## src/rtl/dmem_arb_pkg.sv

```systemverilog
// Shared types and constants for the two-port data-memory arbiter.
package dmem_arb_pkg;

  localparam int unsigned NPORTS = 2;
  // Widest address the request struct carries; narrower AW values are zero-extended into it.
  localparam int unsigned MaxAw  = 32;

  typedef enum logic [1:0] {
    ARB   = 2'd0,
    LOCK0 = 2'd1,
    LOCK1 = 2'd2
  } arb_state_t;

  typedef struct packed {
    logic             we;
    logic [3:0]       be;
    logic [MaxAw-1:0] addr;
    logic [31:0]      wdata;
  } mem_req_t;

endpackage

```

## src/rtl/dmem_arbiter_rr_pick2.sv

```systemverilog
// Two-way round-robin pick: on a tie the port that did not win last time is chosen.
module rr_pick2 (
  input  logic [1:0] valid_i,
  input  logic       last_grant_i,
  output logic       grant_o
);

  // Tie goes to the port that was not granted last; otherwise follow whichever is valid.
  always_comb begin
    if (&valid_i) begin
      grant_o = ~last_grant_i;
    end else begin
      grant_o = valid_i[1];
    end
  end

endmodule

```

## src/rtl/dmem_arbiter.sv

```systemverilog
// Arbitrates a single-port data memory between the core LSU (port 0) and a DMA/debug
// loader (port 1). Round-robin on conflict, optional burst lock with a hold limit,
// and a one-cycle registered read response per port.
module dmem_arbiter
  import dmem_arb_pkg::*;
#(
  parameter int unsigned LOCK_MAX = 16,
  parameter int unsigned AW       = 32
) (
  input  logic          clk,
  input  logic          reset,
  input  logic          req0_valid,
  output logic          req0_ready,
  input  logic          req0_we,
  input  logic [3:0]    req0_be,
  input  logic [AW-1:0] req0_addr,
  input  logic [31:0]   req0_wdata,
  input  logic          req0_lock,
  output logic          resp0_valid,
  output logic [31:0]   resp0_rdata,
  input  logic          req1_valid,
  output logic          req1_ready,
  input  logic          req1_we,
  input  logic [3:0]    req1_be,
  input  logic [AW-1:0] req1_addr,
  input  logic [31:0]   req1_wdata,
  input  logic          req1_lock,
  output logic          resp1_valid,
  output logic [31:0]   resp1_rdata,
  output logic          mem_we,
  output logic [3:0]    mem_be,
  output logic [AW-1:0] mem_a,
  output logic [31:0]   mem_wd,
  input  logic [31:0]   mem_rd
);

  localparam int unsigned CntW = (LOCK_MAX > 1) ? $clog2(LOCK_MAX) : 1;
  localparam logic [CntW-1:0] CntLast = CntW'(LOCK_MAX - 1);

  arb_state_t      state_q, state_d;
  logic            last_grant_q, last_grant_d;
  logic [CntW-1:0] lock_cnt_q, lock_cnt_d;
  logic            resp0_valid_q, resp0_valid_d;
  logic            resp1_valid_q, resp1_valid_d;
  logic [31:0]     resp0_rdata_q, resp0_rdata_d;
  logic [31:0]     resp1_rdata_q, resp1_rdata_d;

  logic            rr_grant;
  logic            grant;
  logic            xfer;
  logic            sel_lock;
  mem_req_t        req0_s, req1_s, sel_req;

  rr_pick2 u_rr_pick2 (
    .valid_i      ({req1_valid, req0_valid}),
    .last_grant_i (last_grant_q),
    .grant_o      (rr_grant)
  );

  // Grant selection: round-robin while arbitrating, pinned to the owner while locked.
  always_comb begin
    grant = rr_grant;
    unique case (state_q)
      ARB:     grant = rr_grant;
      LOCK0:   grant = 1'b0;
      LOCK1:   grant = 1'b1;
      default: grant = rr_grant;
    endcase
  end

  assign req0_ready = ~grant & req0_valid & ~reset;
  assign req1_ready =  grant & req1_valid & ~reset;
  assign xfer       = req0_ready | req1_ready;

  // Request mux toward the memory; idle cycles park on port 0 with writes disabled.
  always_comb begin
    req0_s   = '{we: req0_we, be: req0_be, addr: MaxAw'(req0_addr), wdata: req0_wdata};
    req1_s   = '{we: req1_we, be: req1_be, addr: MaxAw'(req1_addr), wdata: req1_wdata};
    sel_req  = grant ? req1_s : req0_s;
    sel_lock = grant ? req1_lock : req0_lock;
    if (xfer) begin
      mem_we = sel_req.we;
      mem_be = sel_req.be;
      mem_a  = AW'(sel_req.addr);
      mem_wd = sel_req.wdata;
    end else begin
      mem_we = 1'b0;
      mem_be = 4'b0000;
      mem_a  = AW'(req0_s.addr);
      mem_wd = req0_s.wdata;
    end
  end

  // Lock FSM, round-robin history and response capture.
  always_comb begin
    state_d       = state_q;
    last_grant_d  = last_grant_q;
    lock_cnt_d    = lock_cnt_q;
    if (xfer) begin
      last_grant_d = grant;
    end
    unique case (state_q)
      ARB: begin
        if (xfer && sel_lock) begin
          state_d    = grant ? LOCK1 : LOCK0;
          lock_cnt_d = '0;
        end
      end
      LOCK0, LOCK1: begin
        lock_cnt_d = lock_cnt_q + CntW'(1);
        // Forced release still lets a transfer in this cycle complete.
        if ((xfer && !sel_lock) || (lock_cnt_q == CntLast)) begin
          state_d      = ARB;
          last_grant_d = (state_q == LOCK1);
          lock_cnt_d   = '0;
        end
      end
      default: begin
        state_d    = ARB;
        lock_cnt_d = '0;
      end
    endcase
    resp0_valid_d = req0_ready;
    resp1_valid_d = req1_ready;
    resp0_rdata_d = req0_ready ? mem_rd : resp0_rdata_q;
    resp1_rdata_d = req1_ready ? mem_rd : resp1_rdata_q;
  end

  // State registers with synchronous reset.
  always_ff @(posedge clk) begin
    if (reset) begin
      state_q       <= ARB;
      last_grant_q  <= 1'b1;
      lock_cnt_q    <= '0;
      resp0_valid_q <= 1'b0;
      resp1_valid_q <= 1'b0;
      resp0_rdata_q <= '0;
      resp1_rdata_q <= '0;
    end else begin
      state_q       <= state_d;
      last_grant_q  <= last_grant_d;
      lock_cnt_q    <= lock_cnt_d;
      resp0_valid_q <= resp0_valid_d;
      resp1_valid_q <= resp1_valid_d;
      resp0_rdata_q <= resp0_rdata_d;
      resp1_rdata_q <= resp1_rdata_d;
    end
  end

  assign resp0_valid = resp0_valid_q;
  assign resp1_valid = resp1_valid_q;
  assign resp0_rdata = resp0_rdata_q;
  assign resp1_rdata = resp1_rdata_q;

endmodule

```

## config.mk

```make
export PLATFORM = sky130hd
export DESIGN_NAME = dmem_arbiter
export DESIGN_NICKNAME = d
export VERILOG_FILES = /design/src/rtl/dmem_arb_pkg.sv /design/src/rtl/dmem_arbiter_rr_pick2.sv /design/src/rtl/dmem_arbiter.sv
export SDC_FILE = /design/constraint.sdc
export NUM_CORES = 1
export LEC_CHECK = 0
export CAP_MARGIN = 20
export CORE_AREA = 4 4 119 121
export CTS_BUF_LIST = sky130_fd_sc_hd__clkbuf_2 sky130_fd_sc_hd__clkbuf_4 sky130_fd_sc_hd__clkbuf_8
export CTS_CLUSTER_SIZE = 40
export DETAILED_ROUTE_END_ITERATION = 16
export DIE_AREA = 0 0 123 125
export GPL_TIMING_DRIVEN = 1
export PLACE_DENSITY = 0.71
export SLEW_MARGIN = 10
export SYNTH_ARGS = -nofsm -noshare
export SYNTH_HDL_FRONTEND = slang
export SYNTH_SLANG_ARGS = --single-unit
export TNS_END_PERCENT = 10
```

## constraint.sdc

```tcl
create_clock -name clk -period 3.4 [get_ports clk]
set_clock_uncertainty 0.1 [all_clocks]
set_input_delay 0.51 -clock clk [delete_from_list [all_inputs] [get_ports clk]]
set_output_delay 0.51 -clock clk [all_outputs]
set_load 0.005 [all_outputs]
```

# After elaboration in Yosys (flattened, before gate mapping)
# Cells that the tools add are included.
# op_classes
n_addsub	1
n_eq_ne	5
mux	18
bitwise	8
n_reduce_logical	8
# op_table
op	count
69-bit 2-to-1 mux	1
32-bit 2-to-1 mux	2
4-bit 2-to-1 mux	3
4-bit case mux with 2 select lines	1
1-bit 2-to-1 mux	6
2-bit 2-to-1 mux	3
4-bit by 1-bit adder with 4-bit output, second input constant	1
1-bit bitwise AND	4
4-bit equality test, second input constant	1
2-bit != test, second input constant	2
2-bit case mux with 2 select lines	1
2-bit AND reduction	2
1-bit inverter	3
2-bit by 1-bit equality test with 1-bit output, second input constant	1
2-bit equality test, second input constant	1
1-bit logical AND	2
2-bit zero test	1
1-bit case mux with 2 select lines	1
2-bit OR reduction	1
1-bit zero test	1
1-bit logical OR	1
1-bit OR	1
# word_totals
ff_bits	73
in_bits	176

# Logic depth before layout (Yosys ltp)
# logic_depth
depth_word	11
depth_mapped	10
ltp_nobuf	8

# Modules after synthesis
# A second synthesis with hierarchy kept.
# unflattened
hier_cells	430
area_unflattened_um2	3791.1
# by_module_without_submodules
module	instances	cells_per_inst	area_per_inst_um2	seq_area_each_um2
dmem_arbiter	1	429	3779.9	1461.4
rr_pick2	1	1	11.3	0.0

# Worst setup path before layout
# OpenSTA, ideal clock, no wires.
# synth_path
kind	reg-to-output
from	reg state_q[0]
to	out mem_wd[13]
arrival_ns	1.801
setup_slack_ns	0.989
path_stages_with_launch	11
n_path_buf	3
cell_sequence	dfxtp_1 -> inv_1 -> ha_1 -> buf_6 -> nand2b_1 -> o2111ai_1 -> inv_1 -> clkbuf_1 -> buf_1 -> nand2_1 -> nand2_1
# synth_via
elab_chain_len	7
word_cells_on_any_way	11
classes_between	2 x eq/ne; 3 x mux; 6 x bitwise
# synth_lines
element	line	source
start: declaration	dmem_arbiter.sv:40	arb_state_t state_q, state_d;
start signal: assignment	dmem_arbiter.sv:140	state_q <= state_d;
2-bit equality test or 2-bit by 1-bit equality test with 1-bit output (tied branches)	dmem_arbiter.sv:63	unique case (state_q)
1-bit case mux with 2 select lines (*)	dmem_arbiter.sv:63	
1-bit inverter	dmem_arbiter.sv:71	assign req0_ready = ~grant & req0_valid & ~reset;
1-bit bitwise AND (2 in series)	dmem_arbiter.sv:71	
1-bit OR	dmem_arbiter.sv:73	assign xfer = req0_ready | req1_ready;
32-bit 2-to-1 mux (*)	dmem_arbiter.sv:81	if (xfer) begin
end: declaration	dmem_arbiter.sv:33	output logic [31:0] mem_wd,
# Mark *: on every way between the ends. The rest lies on a longest branch, timed or not.

# Worst setup path after layout
# layout_path
from	reg state_q[0]
to	out mem_wd[25]
# The elaborated chain is that of the path after synthesis.

==> summary.txt <==
Floorplanning
  • Ports placed on the boundary: 313
  • Die area: 0.0154 mm^2
  • Die width: 123 um
  • Area of the core: 0.0131 mm^2
  • Initial Util: 27.4%
  • Num rows: 42
  • Chip height: 125 um

Power and ir drop
  • Combinational share of power: 44.5%
  • Clock power frac: 26.7%
  • Pwr/cell area: 478 mW/mm^2
  • Internal Pwr Total: 2.35 mW
  • Reg power frac: 28.8%
  • LEAKAGE: 2.95 nW
  • Switch Pwr: 1.08 mW
  • Switching Share: 31.5%
  • Peak supply drop: 186 uV

Worst setup path
  • WP buf/inv: 4
  • Crit path arrival time: 2.59 ns
  • Worst-path cell chain: inv_1, ha_2, nand2b_1, o2111ai_4, inv_2, buf_12, nand2_1, nand2_1, clkdlybuf4s50_1
  • CP peak stage delay: 0.54 ns
  • Setup CP Type: reg -> out
  • Setup crit end kind: primary output
  • Critical Path Most Common Cell: nand2_1
  • Slowest CP cell: clkdlybuf4s50_1
  • Type of origin of the critical path: flip-flop
  • WP data required: 2.79 ns
  • CP top delay family: buffers and inverters
  • Crit-path max FO: 54

Logic synthesis
  • Synthesized area: 0.00359 mm^2
  • Most used DFF post-synth: dfxtp_1
  • Number of synthesis warnings: 0
  • Sequential fraction of the synthesis area: 40.7%
  • Yosys reg bits: 73
  • Synth unique cells: 32
  • Avg Inst Size Synth: 6.41 um^2
  • Syn_nets: 739
  • Post-synth ARST share: 0%
  • Cells after Synth: 560
  • EDFF count, synth: 0

Cells and area
  • Fin util: 54.9%
  • Non-Filler Instances: 1039
  • FILL cells: 1257
  • FF/Latch Area: 0.00146 mm^2
  • Layout cells sized above 1: 4.52%
  • Final net count: 1036
  • Layout area overhead: 100%
  • Commonest non-fill, non-tap cell in the layout: nand2_1
  • Most frequent cells in the layout: nand2_1 (326), clkdlybuf4s50_1 (311), dfxtp_1 (73)
  • Footprint of the multi-input gates: 0.00199 mm^2

Route
  • Avg WL per Cell: 16.2 um
  • Total Routed Length: 16800 um
  • Vias per cell: 4.47
  • Final ANT Viol Nets: 0
  • Vias: 4644
  • Post-route DRC: 0
  • First-pass iteration count of the detailed router: 4
  • Iteration-0 DRC Markers: 147

Placement
  • Routability cong.: 0.872
  • Placed insts: 1022
  • Final HPWL DP: 12900 um
  • Port Buffer Count: 312

Clock network
  • Inserted Clock Buffers: 9
  • Post_cts resized: 0
  • CTS hold repair buffers: 0
  • Clock tree buffer depth: 2
  • Reg clk slew, reported paths: 0.08 ns
  • Root Driver: clkbuf_8
  • Skew-Pair Late Insertion Delay: 0.35 ns
  • Num Clock Sinks: 73
  • CTS tree: built
  • H-tree depth: 3
  • Setup bufs post-CTS: 0

Global route
  • First-pass GRT wire length: 25100 um
  • Grt ovf: 0
  • Tot GR Track Use: 21.0%
  • Initial antenna violation count: 1
  • Pin count of the biggest net entering global routing: 75
  • Vias in the first global route: 4526

Timing
  • Worst-Margin Slew: 0.760 ns
  • Final setup fails: 0
  • Fmax: 313 MHz
  • Final setup TNS: 0 ns
  • Slew Limit Fails: 0
  • Period minus WS final: 3.20 ns
  • Fin. Hold Viols: 0
  • RSZ-0062 raised after global routing: false
  • Tcrit/Tclk final: 94.1%
  • Rel. slew slack: 49.3%

Outcome
  • Status: completed

Run
  • Max Cap Violations: 0

Hold path
  • Min-delay worst type: reg -> reg
[metrics by stage]
step,power (mW),instance area (um^2),worst slack [ns],hold slack [ns]
floorplan,1.64,3590,0.989,0.349
global placement,2.53,6910,0.331,0.341
detailed placement,2.53,6910,0.299,0.346
CTS,3.46,7180,0.0566,0.357
global route,3.64,7180,0.00747,0.375
finish,3.43,7180,0.202,0.353
[sequential cells by signal, indices dropped and copies added (netlist names)]
signal,cells
resp1_valid,1
resp0_rdata,32
lock_cnt_q,4
state_q,2
resp1_rdata,32
last_grant_q,1
resp0_valid,1
[logic make-up after synthesis]
logic type	count (synthesis)	share of synthesized area, %
buf+inv	43	4.71
fa+ha+maj	3	1.05
flops	73	40.7
simple gates	351	38.0
mux	7	2.06
compound gates	83	13.5
[synthesized netlist by cell type, drive strengths merged, types with 2 or more instances]
cell type  count  area share, %
nand2        326             34
dfxtp         73             41
a21oi         67            9.7
clkbuf        29            3.0
nor2          10            1.1
buf            7           0.94
inv            7           0.73
mux2i          7            2.1
nand3          7           0.98
ha             3            1.0
nand2b         3           0.52
a21boi         2           0.42
nor2b          2           0.56
o21a           2           0.42
o21ai          2           0.28
o41ai          2           0.49
[final timing paths]
| check | startpoint | to | slack (ns) | depth (start not counted) |
|---|---|---|---|---|
| min | resp1_rdata[23]$_SDFFE_PP0P_ | resp1_rdata[23]$_SDFFE_PP0P_ | 0.35 | 2 |
| min reg2reg | resp1_rdata[23]$_SDFFE_PP0P_ | resp1_rdata[23]$_SDFFE_PP0P_ | 0.35 | 2 |
| max reg2reg | state_q[1]$_SDFFE_PP0P_ | last_grant_q$_SDFF_PP1_ | 0.84 | 9 |
| max | state_q[0]$_SDFFE_PP0P_ | mem_wd[25] | 0.20 | 9 |
[power by group through the flow]
stage | combinational [mW] | clock, mW | sequential [mW]
floorplan | 0.632 | 0 | 1.01
global placement | 1.52 | 0 | 1.01
detailed placement | 1.52 | 0 | 1.01
CTS | 1.53 | 0.934 | 0.991
global route | 1.67 | 0.968 | 1.00
finish | 1.53 | 0.918 | 0.989
[routing by layer]
layer	wire length [um]	up-vias	part of all wire [%]	track usage (%)
met1	6560	2042	39	24.7
met3	1690	29	10	7.00
met5	0	-	0	0
li1	-	2366	-	-
met4	470	0	2.8	7.43
met2	8090	207	48	35.4
[worst min-delay path: cells and delay by family, from the launching register on]
family	cells	cell delay, ns
compound gates	1	0.05
simple gates	1	0.05
flops	1	0.31
[final cells by class]
class / count / area share (%)
Antenna cell: 1 / 0.0348
Clock buffer: 10 / 1.83
Clock inverter: 6 / 1.92
Inverter: 7 / 0.366
Multi-Input combinational cell: 444 / 27.6
Sequential cell: 73 / 20.3
Tap cell: 176 / 3.07
Timing Repair Buffer: 322 / 44.8
No activity file was read; power rests on OpenSTA's default activity.
